<file path="src/rtl/mole_game_pkg.sv">
// Shared state encoding, LFSR taps and arithmetic helpers for the mole game engine.
package mole_game_pkg;

  typedef enum logic [1:0] {
    ST_IDLE = 2'b00,
    ST_PLAY = 2'b01,
    ST_OVER = 2'b10
  } game_state_e;

  // Taps 16,14,13,11 on a right-shifting Fibonacci register: feedback enters at bit 15
  localparam logic [15:0] LFSR_TAPS = 16'h002D;

  function automatic int clog2_min1(input int value);
    int bits;
    bits = 0;
    for (int i = 0; i < 31; i++) begin
      if ((1 << i) < value) bits = i + 1;
    end
    return (bits < 1) ? 1 : bits;
  endfunction

  function automatic logic [31:0] sat_add(input logic [31:0] a,
                                          input logic [31:0] b,
                                          input logic [31:0] max_val);
    logic [32:0] sum;
    sum = {1'b0, a} + {1'b0, b};
    return (sum > {1'b0, max_val}) ? max_val : sum[31:0];
  endfunction

  function automatic logic [15:0] lfsr_next(input logic [15:0] cur);
    return {^(cur & LFSR_TAPS), cur[15:1]};
  endfunction

endpackage

</file>
<file path="src/rtl/mole_game_core_slot.sv">
// One mole channel: lit flag plus an age counter that advances on game ticks.
module mole_slot
  import mole_game_pkg::*;
#(
  parameter int MOLE_LIFE = 6
) (
  input  logic clk,
  input  logic rst,
  input  logic tick,
  input  logic spawn_en,
  input  logic hit,
  input  logic clear_all,
  output logic lit,
  output logic expire
);

  localparam int AGE_W = clog2_min1(MOLE_LIFE);
  localparam logic [AGE_W-1:0] AGE_LAST = AGE_W'(MOLE_LIFE - 1);

  logic             lit_d, lit_q;
  logic [AGE_W-1:0] age_d, age_q;

  // A hit in the expiry cycle suppresses the expiry so it scores as a hit only
  assign expire = tick & lit_q & ~hit & (age_q == AGE_LAST);
  assign lit    = lit_q;

  always_comb begin
    lit_d = lit_q;
    age_d = age_q;
    if (clear_all || hit || expire) begin
      lit_d = 1'b0;
      age_d = '0;
    end else if (spawn_en && !lit_q) begin
      lit_d = 1'b1;
      age_d = '0;
    end else if (tick && lit_q) begin
      age_d = age_q + AGE_W'(1);
    end
  end

  always_ff @(posedge clk) begin
    if (!rst) begin
      lit_q <= 1'b0;
      age_q <= '0;
    end else begin
      lit_q <= lit_d;
      age_q <= age_d;
    end
  end

endmodule

</file>
<file path="src/rtl/mole_game_core.sv">
// Whack-a-mole round engine: tick divider, LFSR spawner, IDLE/PLAY/OVER control and scoring.
module mole_game_core
  import mole_game_pkg::*;
#(
  parameter int          N_MOLES    = 8,
  parameter int          TICK_DIV   = 250000,
  parameter int          MOLE_LIFE  = 6,
  parameter int          SPAWN_GAP  = 2,
  parameter int          GAME_TICKS = 120,
  parameter int          SCORE_W    = 10,
  parameter logic [15:0] LFSR_SEED  = 16'hACE1
) (
  input  logic               clk,
  input  logic               rst,
  input  logic               start,
  input  logic [N_MOLES-1:0] sw,
  output logic [N_MOLES-1:0] mole,
  output logic [SCORE_W-1:0] score,
  output logic [SCORE_W-1:0] misses,
  output logic [SCORE_W-1:0] penalties,
  output logic [15:0]        time_left,
  output logic [1:0]         state,
  output logic               tick
);

  localparam int               IDX_W      = clog2_min1(N_MOLES);
  localparam int               DIV_W      = clog2_min1(TICK_DIV);
  localparam logic [DIV_W-1:0] DIV_LAST   = DIV_W'(TICK_DIV - 1);
  localparam logic [7:0]       GAP_LAST   = 8'(SPAWN_GAP - 1);
  localparam logic [15:0]      ROUND_LEN  = 16'(GAME_TICKS);
  localparam logic [31:0]      SAT_MAX    = (32'd1 << SCORE_W) - 32'd1;

  game_state_e        state_d, state_q;
  logic [DIV_W-1:0]   div_d, div_q;
  logic               tick_d, tick_q;
  logic [15:0]        lfsr_d, lfsr_q;
  logic [N_MOLES-1:0] sw_q;
  logic [N_MOLES-1:0] toggle_d, toggle_q;
  logic [7:0]         gap_d, gap_q;
  logic [15:0]        time_d, time_q;
  logic [SCORE_W-1:0] score_d, score_q;
  logic [SCORE_W-1:0] misses_d, misses_q;
  logic [SCORE_W-1:0] pen_d, pen_q;

  logic [N_MOLES-1:0] lit, expire, hit, pen_mask, spawn_en;
  logic               in_play, round_end, clear_all, spawn_try;
  logic [IDX_W-1:0]   spawn_idx;
  logic [31:0]        hit_cnt, miss_cnt, pen_cnt;

  // Free-running pacing: divider, tick pulse aligned with the divider's last count, LFSR
  always_comb begin
    div_d    = (div_q == DIV_LAST) ? '0 : div_q + DIV_W'(1);
    tick_d   = (div_d == DIV_LAST);
    lfsr_d   = lfsr_next(lfsr_q);
    toggle_d = sw ^ sw_q;
  end

  assign in_play   = (state_q == ST_PLAY);
  assign hit       = toggle_q & lit & {N_MOLES{in_play}};
  assign pen_mask  = toggle_q & ~lit & {N_MOLES{in_play}};
  assign round_end = in_play & tick_q & (time_q == 16'd1);
  assign spawn_try = in_play & tick_q & (gap_q == GAP_LAST) & ~round_end;
  assign spawn_idx = lfsr_q[IDX_W-1:0];
  assign clear_all = ~in_play | round_end;

  for (genvar i = 0; i < N_MOLES; i++) begin : g_slot
    assign spawn_en[i] = spawn_try & (spawn_idx == IDX_W'(i));

    mole_slot #(
      .MOLE_LIFE(MOLE_LIFE)
    ) u_slot (
      .clk      (clk),
      .rst      (rst),
      .tick     (tick_q),
      .spawn_en (spawn_en[i]),
      .hit      (hit[i]),
      .clear_all(clear_all),
      .lit      (lit[i]),
      .expire   (expire[i])
    );
  end

  always_comb begin
    hit_cnt  = '0;
    miss_cnt = '0;
    pen_cnt  = '0;
    for (int i = 0; i < N_MOLES; i++) begin
      hit_cnt  = hit_cnt + 32'(hit[i]);
      miss_cnt = miss_cnt + 32'(expire[i]);
      pen_cnt  = pen_cnt + 32'(pen_mask[i]);
    end
  end

  always_comb begin
    state_d  = state_q;
    gap_d    = gap_q;
    time_d   = time_q;
    score_d  = score_q;
    misses_d = misses_q;
    pen_d    = pen_q;
    case (state_q)
      ST_IDLE, ST_OVER: begin
        if (start) begin
          state_d  = ST_PLAY;
          gap_d    = '0;
          time_d   = ROUND_LEN;
          score_d  = '0;
          misses_d = '0;
          pen_d    = '0;
        end
      end
      ST_PLAY: begin
        score_d  = SCORE_W'(sat_add(32'(score_q), hit_cnt, SAT_MAX));
        misses_d = SCORE_W'(sat_add(32'(misses_q), miss_cnt, SAT_MAX));
        pen_d    = SCORE_W'(sat_add(32'(pen_q), pen_cnt, SAT_MAX));
        if (tick_q) begin
          gap_d  = (gap_q == GAP_LAST) ? '0 : gap_q + 8'd1;
          time_d = time_q - 16'd1;
          if (round_end) state_d = ST_OVER;
        end
      end
      default: state_d = ST_IDLE;
    endcase
  end

  always_ff @(posedge clk) begin
    if (!rst) begin
      state_q  <= ST_IDLE;
      div_q    <= '0;
      tick_q   <= 1'b0;
      lfsr_q   <= LFSR_SEED;
      sw_q     <= sw;
      toggle_q <= '0;
      gap_q    <= '0;
      time_q   <= ROUND_LEN;
      score_q  <= '0;
      misses_q <= '0;
      pen_q    <= '0;
    end else begin
      state_q  <= state_d;
      div_q    <= div_d;
      tick_q   <= tick_d;
      lfsr_q   <= lfsr_d;
      sw_q     <= sw;
      toggle_q <= toggle_d;
      gap_q    <= gap_d;
      time_q   <= time_d;
      score_q  <= score_d;
      misses_q <= misses_d;
      pen_q    <= pen_d;
    end
  end

  assign mole      = lit;
  assign score     = score_q;
  assign misses    = misses_q;
  assign penalties = pen_q;
  assign time_left = time_q;
  assign state     = state_q;
  assign tick      = tick_q;

endmodule

</file>
<file path="config.mk">
export PLATFORM = sky130hd
export DESIGN_NAME = mole_game_core
export DESIGN_NICKNAME = d
export VERILOG_FILES = /design/src/rtl/mole_game_pkg.sv /design/src/rtl/mole_game_core_slot.sv /design/src/rtl/mole_game_core.sv
export SDC_FILE = /design/constraint.sdc
export NUM_CORES = 1
export LEC_CHECK = 0
export ABC_AREA = 0
export ABC_CLOCK_PERIOD_IN_PS = 5550
export CAP_MARGIN = 20
export CORE_MARGIN = 5
export CORE_UTILIZATION = 39
export DETAILED_ROUTE_END_ITERATION = 8
export PLACE_DENSITY = 0.61
export SYNTH_ARGS = -nofsm -noshare
export SYNTH_HDL_FRONTEND = slang
export SYNTH_SLANG_ARGS = --single-unit
</file>
<file path="constraint.sdc">
create_clock -name clk -period 5.55 [get_ports clk]
set_clock_uncertainty 0.05 [all_clocks]
set_input_delay 0.8325 -clock clk [delete_from_list [all_inputs] [get_ports clk]]
set_output_delay 0.8325 -clock clk [all_outputs]
set_load 0.05 [all_outputs]
</file>
Word level (Yosys, flattened, before mapping) --
Index checks and enable logic that the tools add are counted.
Storage, ports and cells: bits in registers 139, output and inout port bits 57
Operators by class: add/sub/neg operators 35, order comparisons 3, equality and inequality tests 24, multiplexer cells 19, bitwise gates (word level) 54, reduce and logical (&&, ||, !) cells 64
Operator list (count):
- $pmux W10 S2 | 3
- $mux W10 | 4
- $and A1 B1 Y1 | 36
- $eq A18 B18 Y1 const B | 2
- $eq A3 B3 Y1 const B | 12
- $add A10 B8 Y11 | 3
- $gt A11 B10 Y1 const B | 3
- $and A8 B8 Y8 | 4
- $mux W16 | 2
- $pmux W16 S2 | 1
- $add A3 B1 Y3 const B | 8
- $add A7 B1 Y8 | 3
- $mux W8 | 3
- $reduce_or A3 Y1 | 8
- $add A6 B1 Y7 | 3
- $add A18 B1 Y18 const B | 1
- $add A5 B1 Y6 | 3
- $mux W18 | 1
- $reduce_or A2 Y1 | 9
- $eq A16 B1 Y1 const B | 1
- $logic_and A1 B1 Y1 | 16
- $logic_or A1 B1 Y1 | 16
- $pmux W8 S2 | 1
- $reduce_xor A16 Y1 | 1
- 25 further kinds | 55

Longest topological paths before layout --
Gate-level depths: netlist of the first run.
depth in word-level cells 16, gate-level depth with buffers 20, depth with buffers taken out 18

Hierarchy --
Synthesis of the first run repeated with hierarchy kept, for this count alone.
Second synthesis, totals: cells, all modules 789, area, all modules 7198.2 µm²
By module, submodules not included:
- mole_game_core | instances 1, cells each 621, area an instance 5546.6 µm², seq. area each 2142.1 µm²
- mole_slot | instances 8, cells each 21, area an instance 206.4 µm², seq. area each 80.1 µm²

Worst setup path after synthesis of the first run --
No wires, ideal clock.
path type register to register, start point reg state_q[0], in the netlist state[0], end point reg misses_q[7], in the netlist misses[7], setup time 0.070 ns, arrival time 5.180 ns, path slack 0.250 ns, stages on the path, launching flop included 21, clock period less this slack 5.300 ns, cells stage by stage dfxtp_1 and2b_1 buf_2 buf_2 buf_1 a21oi_1 fa_1 inv_1 fa_1 inv_1 fa_1 fa_1 inv_1 fa_1 nor2b_1 o21ai_0 a21oi_1 and3_1 clkbuf_1 o21ai_0 a21oi_1
Between the ends: longest elaborated chain between the ends 16, elaborated cells on any way between the ends 43
Ends and longest elaborated chain:
- start: declaration | RTL line mole_game_core.sv:33 | game_state_e state_d, state_q;
- start signal: assignment | RTL line mole_game_core.sv:140 | state_q <= state_d;
- $eq A2 B1 Y1 | RTL line mole_game_core.sv:58, mole_game_core.sv:101
- $and A8 B8 Y8 | RTL line mole_game_core.sv:59 | assign hit = toggle_q & lit & {N_MOLES{in_play}};
- $not A1 Y1 | RTL line mole_game_core_slot.sv:24 | assign expire = tick & lit_q & ~hit & (age_q == AGE_LAST);
- $and A1 B1 Y1 (2 in a row) | RTL line mole_game_core_slot.sv:24
- $add A1 B1 Y2 | RTL line mole_game_core.sv:89 | miss_cnt = miss_cnt + 32'(expire[i]);
- $add A2 B1 Y3 | RTL line mole_game_core.sv:89
- $add A3 B1 Y4 | RTL line mole_game_core.sv:89
- $add A4 B1 Y5 | RTL line mole_game_core.sv:89
- $add A5 B1 Y6 | RTL line mole_game_core.sv:89
- $add A6 B1 Y7 | RTL line mole_game_core.sv:89
- $add A7 B1 Y8 | RTL line mole_game_core.sv:89
- $add A10 B8 Y11 | RTL line mole_game_pkg.sv:26 | sum = {1'b0, a} + {1'b0, b};
- $gt A11 B10 Y1 | RTL line mole_game_pkg.sv:27 | return (sum > {1'b0, max_val}) ? max_val : sum[31:0];
- $mux W10 | RTL line mole_game_pkg.sv:27
- $pmux W10 S2 | RTL line mole_game_core.sv:101 | case (state_q)
- end signal: assignment | RTL line mole_game_core.sv:149 | misses_q <= misses_d;
- end: declaration | RTL line mole_game_core.sv:42 | logic [SCORE_W-1:0] misses_d, misses_q;
Several ways; a longest one is shown, not always the timed one. A chain may end at the register's enable or synchronous reset.

Worst setup path after layout of the first run --
start point reg state_q[0], in the netlist state[0], end point reg pen_q[8], in the netlist penalties[8]
Between the ends: longest elaborated chain between the ends 13, elaborated cells on any way between the ends 19
Ends and longest elaborated chain:
- $eq A2 B1 Y1 | RTL line mole_game_core.sv:58, mole_game_core.sv:101
- $and A8 B8 Y8 | RTL line mole_game_core.sv:60 | assign pen_mask = toggle_q & ~lit & {N_MOLES{in_play}};
- $add A1 B1 Y2 | RTL line mole_game_core.sv:90 | pen_cnt = pen_cnt + 32'(pen_mask[i]);
- $add A2 B1 Y3 | RTL line mole_game_core.sv:90
- $add A3 B1 Y4 | RTL line mole_game_core.sv:90
- $add A4 B1 Y5 | RTL line mole_game_core.sv:90
- $add A5 B1 Y6 | RTL line mole_game_core.sv:90
- $add A6 B1 Y7 | RTL line mole_game_core.sv:90
- $add A7 B1 Y8 | RTL line mole_game_core.sv:90
- $add A10 B8 Y11 | RTL line mole_game_pkg.sv:26
- $gt A11 B10 Y1 | RTL line mole_game_pkg.sv:27
- $mux W10 | RTL line mole_game_pkg.sv:27
- $pmux W10 S2 | RTL line mole_game_core.sv:101
- end signal: assignment | RTL line mole_game_core.sv:150 | pen_q <= pen_d;
- end: declaration | RTL line mole_game_core.sv:43 | logic [SCORE_W-1:0] pen_d, pen_q;
Several ways; a longest one is shown, not always the timed one.

==> qor_table.md, run 1 <==
| Quantity | Value | Unit |
|---|---|---|
| Most area-hungry cell type in the Yosys netlist | dfxtp_1 | - |
| Post-layout utilization of the core | 47.5 | % |
| Vias | 5,731 | - |
| Worst-path cell with the longest stage delay | fa_1 | - |
| Wire length of the first global-routing pass | 27.6 | mm |
| Vias per std cell | 5.20 | - |
| Cts repair resizes | 0 | - |
| Number of hold buffers added after CTS | 0 | - |
| Share of total power in combinational logic | 6.6 | % |
| M3 GR Usage | 3.89 | % |
| Kind of start point of the critical path | flop | - |
| Largest vdd supply drop | 0.192 | mV |
| Leading post-synthesis cells by cell area | dfxtp_1, ha_1, nor2_1 | - |
| Cell types with the highest counts after synthesis | dfxtp_1, nor2_1, a21oi_1 | - |
| Worst stage delay on the critical path | 520 | ps |
| Max-slew headroom at the worst pin | 37.2 | % |
| CTS tree | done | - |
| Number of buffers created by CTS | 17 | - |
| Result of the run | finished clean | - |
| Worst Path Buf+Inv | 1 | - |
| Row count | 49 | - |
| Clock sink count | 139 | - |
| Async set-or-reset flop fraction in the synthesized netlist | 0 | % |
| Estimated wirelength of the detail-placed design | 11.8 | mm |
| Area growth from synthesis to layout | 19.1 | % |
| Clk pin slew, worst setup/hold paths | 60 | ps |
| Clock share of power | 47.7 | % |
| Number of hold-slack violations in the final timing report | 0 | - |
| Flip-flop and latch count after synthesis | 139 | - |
| Number of diodes | 0 | - |
| Number of distinct standard cells referenced by the synthesized netlist | 75 | - |
| Met2 usage | 24.9 | % |
| Number of antenna violations at the first check in global routing | 0 | - |
| Setup repair after global routing missed its margin | no | - |
| EDFF count, synth | 0 | - |
| Starting Density | 39.8 | % |
| Top-area cell type share of the netlist area | 38.7 | % |
| First-pass DRT Iterations | 5 | - |
| Critical path's most frequent cell | fa_1 | - |
| Final worst path period share | 87.4 | % |
| M1 GR Usage | 20.6 | % |
| Minimum period implied by the final worst setup slack | 4850 | ps |
| Area of combinational cells with multiple inputs | 4060 | sq um |
| Clock root buffer | clkbuf_16 | - |
| Layer with the highest usage | met2 | - |
| Horizontal die dimension | 146 | um |
| Number of filler instances in the final layout | 1,769 | - |
| Remaining routing DRC violations | 0 | - |
| Switch share | 24.5 | % |
| Portion of the post-synthesis area used by sequential elements | 38.7 | % |
| Required arrival time at the worst endpoint | 5810 | ps |
| PortBufs | 67 | - |
| Final weighted congestion of routability-driven global placement | 0.877 | - |
| Post-Route Setup TNS | 0 | ps |
| Element type at the critical path end | flop | - |
| Number of ports placed on the die boundary | 68 | - |
| Delay-heaviest family, CP | adder cells | - |
| Leading cell type by number of instances after synthesis | dfxtp_1 | - |
| Cell internal pwr | 1.72 | mW |
| Maximum number of pins on one net before global-route repair | 37 | - |
| Maximum clock frequency | 0.206 | GHz |
| Total routing resource utilization after global routing | 15.5 | % |
| Max-capacitance violation count | 0 | - |
| Die ar. | 21,200 | sq um |
| Post-synth top flop | dfxtp_1 | - |
| Part of the total power dissipated in sequential elements | 45.7 | % |
| Yosys synthesis warning count | 0 | - |
| CP Cell Sequence | and2b_2, nand2_1, nor2_1, fa_1, inv_1, fa_1, fa_1, fa_1, fa_1, nor2b_1, o21ai_0, nand2b_1, nand3_1, or4b_1, and3_1 | - |
| Power density over the cells | 266 | nW/um^2 |
| Average routed wire per standard cell | 14.6 | um |
| Total area of sequential cells | 2780 | sq um |
| Detail Route Antenna Nets | 0 | - |
| Net load switching power | 0.557 | mW |
| Violation count after the first detailed-route iteration | 286 | - |
| Final count of negative-setup-slack endpoints | 0 | - |
| Average cell area after synthesis | 8.84 | sq um |
| Wire length reported by the detailed router | 16.1 | mm |
| Share of cells above drive strength 1 | 7.09 | % |
| CTS H-tree lvls | 4 | - |
| Core outline area | 18,000 | sq um |
| Die Height | 146 | um |
| Arrival time of the worst setup path | 5110 | ps |
| Category of the critical setup timing path | flop to flop | - |
| CP max FO | 21 | - |
| Slew Limit Fails | 0 | - |
| Buffers from clock root to sink, at most | 2 | - |
| # Post-CTS Setup Buffers | 0 | - |
| Net count after synthesis | 877 | - |
| Post-Syn Area | 7180 | sq um |
| Overall overflow remaining after global route | 0 | - |
| Path category of the worst min-delay check | flop to flop | - |
| Cells after Synth | 812 | - |
| Clk Latency, worst-skew pair | 420 | ps |
| Measured slew at the worst slew-check pin | 938 | ps |
| Number of global-route vias before repair | 5,492 | - |
| Leakage | 3.19 | nW |
| Nets | 927 | - |
==> layout by cell type (no fill, tap or decap), types with 4 or more instances in the layout <==
master,n
a21oi_1,56
o21ai_0,20
ha_1,39
nand3b_1,5
fa_1,15
xnor2_1,30
and3_1,12
a31oi_1,9
o21a_1,5
and4_1,4
inv_1,36
nand2_1,49
dfxtp_1,139
nand2b_1,17
nor2_1,113
a32o_1,4
nor3b_1,4
and2_1,9
a311oi_1,8
clkdlybuf4s50_1,67
nand4_1,17
or3_1,4
nor2b_1,9
o211ai_1,5
mux2i_1,4
buf_4,7
nand3_1,46
xor2_1,34
clkbuf_16,17
inv_6,4
nor3_1,15
==> metal layers <==
metal  vias to the layer above  part of all wire, %
li1                       2918                    -
met1                      2681                   48
met2                       122                   46
met3                        10                  5.0
met4                         0                 0.91
met5                         -                    0
==> state kept, by name, summed over array words and instances (netlist names), 2 cells and up <==
register             count
score                   10
penalties               10
time_left               16
toggle_q                 8
gap_q                    8
lfsr_q                  16
g_slot.u_slot.age_q     24
g_slot.u_slot.lit        8
div_q                   18
state                    2
misses                  10
sw_q                     8
==> per-stage QoR <==
stage / worst slack, ps / instances / power (mW) / cell area (sq um) / hold WS [ps]
floorplan: 250 / 812 / 1.16 / 7180 / 336
global placement: 845 / 1072 / 1.21 / 7990 / 340
detailed placement: 724 / 1072 / 1.21 / 7990 / 347
CTS: 686 / 1103 / 2.31 / 8560 / 364
global route: 268 / 1103 / 2.37 / 8560 / 387
finish: 702 / 1103 / 2.28 / 8560 / 361
==> logic make-up (layout without fill, tap and decap cells) <==
logic type | Yosys count | in the layout | share of synthesized area (%)
adder cells (fa/ha/maj) | 54 | 54 | 11.0
AO/OA/AOI/OAI | 143 | 143 | 13.9
multiplexers | 5 | 5 | 0.714
AND/OR/NAND/NOR | 327 | 327 | 23.1
flip-flops | 139 | 139 | 38.7
XOR/XNOR | 64 | 64 | 7.80
buffers and inverters | 80 | 142 | 4.79
==> power groups by stage <==
| stage | clock network [mW] | logic, mW | registers [mW] |
|---|---|---|---|
| after floorplan | 0 | 0.0925 | 1.07 |
| after global placement | 0 | 0.150 | 1.06 |
| after detailed placement | 0 | 0.152 | 1.06 |
| after CTS | 1.12 | 0.153 | 1.04 |
| after global routing | 1.16 | 0.168 | 1.04 |
| final | 1.09 | 0.150 | 1.04 |
==> final timing paths <==
kind,slack [ps],endpoint,cells after the start,startpoint
worst min-delay path,360,lfsr_q[11],1,lfsr_q[12]
worst min register to register,360,lfsr_q[11],1,lfsr_q[12]
worst max-delay path,700,penalties[8],15,state[0]
worst max register to register,700,penalties[8],15,state[0]
==> cell type report <==
| type | count | area share [%] |
|---|---|---|
| clock buffer | 20 | 5.34 |
| clock inverter | 11 | 1.30 |
| inverter | 37 | 1.62 |
| multi-input combinational | 593 | 47.4 |
| sequential | 139 | 32.5 |
| tap | 229 | 3.35 |
| timing repair buffer | 74 | 8.45 |
Note: power is estimated with default switching activity, not from simulation.
==> inputs of run 2 (changes only) <==
- SETUP_SLACK_MARGIN: default -> 0.5
==> run 2 against run 1 <==
Against the previous run: routed wire length grew 2.2%; maximum frequency is 2.8% higher; die area is the same; setup slack improved by 130 ps; final cell count about the same; sequential share of layout area hardly changed; largest power group unchanged.
==> qor_table.md, run 2 (synthesis results as in run 1) <==
| Quantity | Value | Unit |
|---|---|---|
| Horizontal die dimension | 146 | um |
| Register ranked first by flip-flop count | g_slot.u_slot.age_q | - |
| Measured slew at the worst slew-check pin | 980 | ps |
| Violation count after the first detailed-route iteration | 241 | - |
| Clk pin slew, worst setup/hold paths | 70 | ps |
| Vias per std cell | 5.21 | - |
| CP max FO | 15 | - |
| Required arrival time at the worst endpoint | 5810 | ps |
| Wire length reported by the detailed router | 16.4 | mm |
| First-pass DRT Iterations | 5 | - |
| Cts repair resizes | 0 | - |
| Power density over the cells | 273 | nW/um^2 |
| Number of diodes | 0 | - |
| Maximum clock frequency | 0.212 | GHz |
| Final worst path period share | 85.0 | % |
| Element type at the critical path end | flop | - |
| Die Height | 146 | um |
| Most frequent cells in the layout | dfxtp_1, nor2_1, clkdlybuf4s50_1 | - |
| Final weighted congestion of routability-driven global placement | 0.842 | - |
| Leading cell type in the layout, fill and taps excluded | dfxtp_1 | - |
| Number of hold buffers added after CTS | 0 | - |
| Detail Route Antenna Nets | 0 | - |
| Largest registers | g_slot.u_slot.age_q x24, div_q x18 | - |
| Kind of start point of the critical path | flop | - |
| CTS tree | done | - |
| Overall overflow remaining after global route | 0 | - |
| Worst Min Path Start | lfsr_q[11] | - |
| Number of ports placed on the die boundary | 68 | - |
| Die ar. | 21,200 | sq um |
| Average routed wire per standard cell | 14.9 | um |
| Result of the run | finished clean | - |
| Flip-flop count of the largest register after layout | 24 | - |
| Max-slew headroom at the worst pin | 34.4 | % |
| Number of global-route vias before repair | 5,430 | - |
| Maximum number of pins on one net before global-route repair | 47 | - |
| Share of cells above drive strength 1 | 7.33 | % |
| Vias | 5,745 | - |
| Clk Latency, worst-skew pair | 420 | ps |
| Setup slack of the worst register-to-register path | 830 | ps |
| Worst stage delay on the critical path | 520 | ps |
| Wire length of the first global-routing pass | 27.7 | mm |
| Number of hold-slack violations in the final timing report | 0 | - |
| Post-Route Setup TNS | 0 | ps |
| Clock sink count | 139 | - |
| Remaining routing DRC violations | 0 | - |
| Starting Density | 39.8 | % |
| Core outline area | 18,000 | sq um |
| Area growth from synthesis to layout | 19.4 | % |
| # Post-CTS Setup Buffers | 0 | - |
| Start of the worst register-to-register path | state[1] | - |
| Buffers from clock root to sink, at most | 2 | - |
| PortBufs | 67 | - |
| Worst-path cell with the longest stage delay | fa_1 | - |
| Category of the critical setup timing path | flop to flop | - |
| CP Cell Sequence | and2b_2, nand2_1, nor2_1, fa_1, inv_1, fa_1, fa_1, fa_1, fa_1, nor2b_1, o21ai_0, nand2b_1, nand3_1, or4b_1, and3_1 | - |
| Row count | 49 | - |
| Number of buffers created by CTS | 17 | - |
| Path category of the worst min-delay check | flop to flop | - |
| Final count of negative-setup-slack endpoints | 0 | - |
| Clock root buffer | clkbuf_16 | - |
| Nets | 925 | - |
| Placed cell area | 7980 | sq um |
| Leakage | 3.19 | nW |
| Setup repair after global routing missed its margin | no | - |
| Max-capacitance violation count | 0 | - |
| Total routing resource utilization after global routing | 15.7 | % |
| First element of the critical path | state[1] | - |
| CTS H-tree lvls | 4 | - |
| Critical path's most frequent cell | fa_1 | - |
| Estimated wirelength of the detail-placed design | 12.0 | mm |
| Minimum period implied by the final worst setup slack | 4720 | ps |
| Arrival time of the worst setup path | 4980 | ps |
| Number of antenna violations at the first check in global routing | 0 | - |
| Post-Layout Inst Area | 8570 | sq um |
| Slew Limit Fails | 0 | - |
| Largest vdd supply drop | 0.204 | mV |
run 2: final cells by class:
cell class                 count  area [sq um]
clock buffer                  17           425
clock inverter                15           174
fill                        1766          9450
inverter                      37           139
multi-input combinational    593          4060
sequential                   139          2790
tap                          229           287
timing repair buffer          72           708
run 2: through the flow:
step | worst slack (ps) | power [mW] | hold slack, ps | util [%] | std cells
finish | 833 | 2.34 | 361 | 47.6 | 1102
global route | 572 | 2.44 | 381 | 47.6 | 1102
CTS | 821 | 2.38 | 364 | 47.6 | 1102
detailed placement | 847 | 1.21 | 349 | 44.2 | 1070
global placement | 958 | 1.21 | 339 | 44.2 | 1070
floorplan | 586 | 1.16 | 336 | - | 812
run 2: routing by layer:
layer / vias to the layer above / GRT usage [%] / wire [um]
met5: - / 0 / 0
met4: 0 / 4.48 / 249
met3: 17 / 4.17 / 607
met2: 87 / 25.0 / 7530
met1: 2737 / 20.9 / 8040
li1: 2904 / - / -
run 2: power breakdown:
| group | total, mW | internal (mW) | switching (mW) | leakage (nW) |
|---|---|---|---|---|
| registers | 1.04 | 1.02 | 0.0210 | 1.13 |
| logic | 0.149 | 0.0541 | 0.0948 | 1.77 |
| clock network | 1.15 | 0.678 | 0.476 | 0.287 |
| total | 2.34 | 1.75 | 0.592 | 3.19 |
run 2: final timing paths:
check / end / cells past startpoint
setup / recovery: penalties[8] / 15
hold / removal: lfsr_q[10] / 1
setup reg to reg: penalties[8] / 15
hold reg to reg: lfsr_q[10] / 1
run 2: critical path: cells and delay by family, from the launching register on:
family          cells  cell delay [ps]
fa+ha+maj           5             2440
flops               1              360
compound gates      1               70
buf+inv             1               50
simple gates        8             1640
==> inputs of run 3 (changes only) <==
- ABC_CLOCK_PERIOD_IN_PS: 5550 -> 3800
- PLACE_DENSITY: 0.61 -> 0.63
- clock period: 5.55 -> 3.8 ns (I/O delays scaled with it)
==> run 3 against run 2 <==
Against the previous run: maximum frequency increased by 13%; setup slack got worse by 1200 ps; hold slack worse by 5.0 ps; combinational power rose by 70%; routed wire length up 5.9%; via count grew 4.6%; first-iteration DRC count grew 24%; final cell count grew 4.8%; the flow now finishes with violations (setup timing); design area grew 8.3%; sequential share of layout area shrank 2.4 points.
==> qor_table.md, run 3 (synthesis results as in run 1) <==
| Quantity | Value | Unit |
|---|---|---|
| Leakage | 3.51 | nW |
| Leading cell type in the layout, fill and taps excluded | dfxtp_1 | - |
| Share of cells above drive strength 1 | 18.3 | % |
| Power density over the cells | 383 | nW/um^2 |
| Path category of the worst min-delay check | flop to flop | - |
| Number of hold-slack violations in the final timing report | 0 | - |
| Setup repair after global routing missed its margin | yes | - |
| Die ar. | 21,200 | sq um |
| Clock root buffer | clkbuf_16 | - |
| Final count of negative-setup-slack endpoints | 30 | - |
| Vias | 6,012 | - |
| Clk Latency, worst-skew pair | 430 | ps |
| Die Height | 146 | um |
| Kind of start point of the critical path | flop | - |
| Slew Limit Fails | 0 | - |
| Number of filler instances in the final layout | 1,677 | - |
| Detail Route Antenna Nets | 0 | - |
| Number of ports placed on the die boundary | 68 | - |
| Final standard cell count with taps included and fillers excluded | 1,155 | - |
| CTS tree | done | - |
| Row count | 49 | - |
| Wire length of the first global-routing pass | 27.9 | mm |
| Arrival time of the worst setup path | 4450 | ps |
| Delay-heaviest family, CP | adder cells | - |
| Number of global-route vias before repair | 5,618 | - |
| Nets | 978 | - |
| Met2 usage | 26.0 | % |
| Area of combinational cells with multiple inputs | 4310 | sq um |
| Clk pin slew, worst setup/hold paths | 60 | ps |
| Estimated wirelength of the detail-placed design | 12.3 | mm |
| Largest registers | g_slot.u_slot.age_q x24, div_q x18 | - |
| M3 GR Usage | 3.74 | % |
| Worst Path Buf+Inv | 1 | - |
| Core outline area | 18,000 | sq um |
| Result of the run | complete, but fails checks | - |
| Wire length reported by the detailed router | 17.4 | mm |
| Most frequent cells in the layout | dfxtp_1, nor2_1, clkdlybuf4s50_1 | - |
| Total area of sequential cells | 2790 | sq um |
| CTS H-tree lvls | 4 | - |
| Maximum clock frequency | 0.240 | GHz |
| Number of placed cells counting well taps | 1,102 | - |
| Number of hold buffers added after CTS | 0 | - |
| Setup WS post-layout | -375 | ps |
| Final weighted congestion of routability-driven global placement | 0.823 | - |
| Violation count after the first detailed-route iteration | 300 | - |
| Horizontal die dimension | 146 | um |
| Worst stage delay on the critical path | 510 | ps |
| Final worst path period share | 110 | % |
| Buffers from clock root to sink, at most | 2 | - |
| CP Cell Sequence | and2b_4, nand2_2, nor2_2, fa_1, inv_1, fa_1, fa_1, fa_2, fa_2, nor2b_1, o21ai_1, nand2b_1, nand3_2, or4b_1, and3_1 | - |
| Vias per std cell | 5.21 | - |
| Starting Density | 39.8 | % |
| Remaining routing DRC violations | 0 | - |
| PortBufs | 67 | - |
| Minimum period implied by the final worst setup slack | 4180 | ps |
| Required arrival time at the worst endpoint | 4070 | ps |
| Average routed wire per standard cell | 15.1 | um |
| Max-capacitance violation count | 0 | - |
| Measured slew at the worst slew-check pin | 624 | ps |
| Number of antenna violations at the first check in global routing | 0 | - |
| Element type at the critical path end | flop | - |
| Clock sink count | 139 | - |
| Area growth from synthesis to layout | 29.4 | % |
| Number of diodes | 0 | - |
| M1 GR Usage | 20.8 | % |
| Register ranked first by flip-flop count | g_slot.u_slot.age_q | - |
| Maximum number of pins on one net before global-route repair | 37 | - |
| Worst-path cell with the longest stage delay | or4b_1 | - |
| Largest vdd supply drop | 0.309 | mV |
| Overall overflow remaining after global route | 0 | - |
| Max-slew headroom at the worst pin | 58.3 | % |
| Worst setup slack before clock tree synthesis | -510 | ps |
| First-pass DRT Iterations | 5 | - |
| CP max FO | 4 | - |
| Number of buffers created by CTS | 17 | - |
| Category of the critical setup timing path | flop to flop | - |
| Flip-flop count of the largest register after layout | 24 | - |
| Total routing resource utilization after global routing | 15.8 | % |
| Critical path's most frequent cell | fa_1 | - |
| Layer with the highest usage | met2 | - |
| Violations in the final reports | setup timing | - |
==> run 3: cell types whose count changed in the layout (fill, tap and decap cells not counted), moves of 4 or more <==
| cell | before | now |
|---|---|---|
| buf_4 | 5 | 49 |
| a21oi_1 | 56 | 46 |
| a21oi_2 | 0 | 9 |
| o21ai_0 | 20 | 11 |
| buf_6 | 0 | 8 |
| fa_1 | 15 | 9 |
| fa_2 | 0 | 6 |
| nand3_1 | 46 | 40 |
| nand3_2 | 1 | 6 |
| o21ai_1 | 0 | 5 |
| o21ai_2 | 0 | 4 |
==> run 3: path summary, 6_finish.rpt <==
path                   start      endpoint  slack, ps  cells after the start
setup / recovery    state[1]  penalties[8]       -380                     15
hold / removal    lfsr_q[12]    lfsr_q[11]        360                      1
setup reg to reg    state[1]  penalties[8]       -380                     15
hold reg to reg   lfsr_q[12]    lfsr_q[11]        360                      1
==> run 3: per-stage QoR <==
stage                     instance area, sq um  hold WS, ps  setup TNS, ps  util [%]  total power [mW]
after floorplan                           7250          336         -15730         -              1.70
after global placement                    8260          339          -8720      45.8              1.78
after detailed placement                  8260          344         -10860      45.8              1.78
after CTS                                 9170          357          -7980      50.9              3.59
after global routing                      9290          379         -12130      51.5              3.68
final                                     9290          356          -7900      51.5              3.56
==> run 3: area by class of cell <==
class	count	share of cell area, %
clock inverters	13	2.05
flip-flops and latches	139	30.1
well taps	229	3.08
inverters	37	1.49
repair buffers	124	12.1
clock buffers	19	4.77
multi-input cells	594	46.4
==> run 3: report_power, final <==
| group | switching [mW] | internal [mW] | leakage (nW) |
|---|---|---|---|
| combinational | 0.153 | 0.101 | 2.07 |
| sequential | 0.0311 | 1.49 | 1.13 |
| clock | 0.666 | 1.12 | 0.297 |
| total | 0.850 | 2.71 | 3.51 |
==> run 3: repair_timing <==
action | 4_1_cts | 5_1_grt
pin swaps | 32 | 23
gates resized for setup | 46 | 17
endpoints found under the setup margin | 30 | 30
buffers inserted | 16 | 3
gates cloned | 1 | 0
==> run 3: worst register-to-register path, cell delays in order, from the launching register on <==
cell and delay, ps:
dfxtp_4 340, and2b_4 290, nand2_2 70, nor2_2 100
fa_1 410, inv_1 80, fa_1 430, fa_1 470
fa_2 390, fa_2 400, nor2b_1 120, o21ai_1 60
nand2b_1 100, nand3_2 80, or4b_1 510, and3_1 180
==> run 3: layer usage <==
layer | vias up | wire (um)
met5 | - | 0
met4 | 0 | 223
met3 | 17 | 782
met2 | 116 | 8240
met1 | 2855 | 8150
li1 | 3024 | -
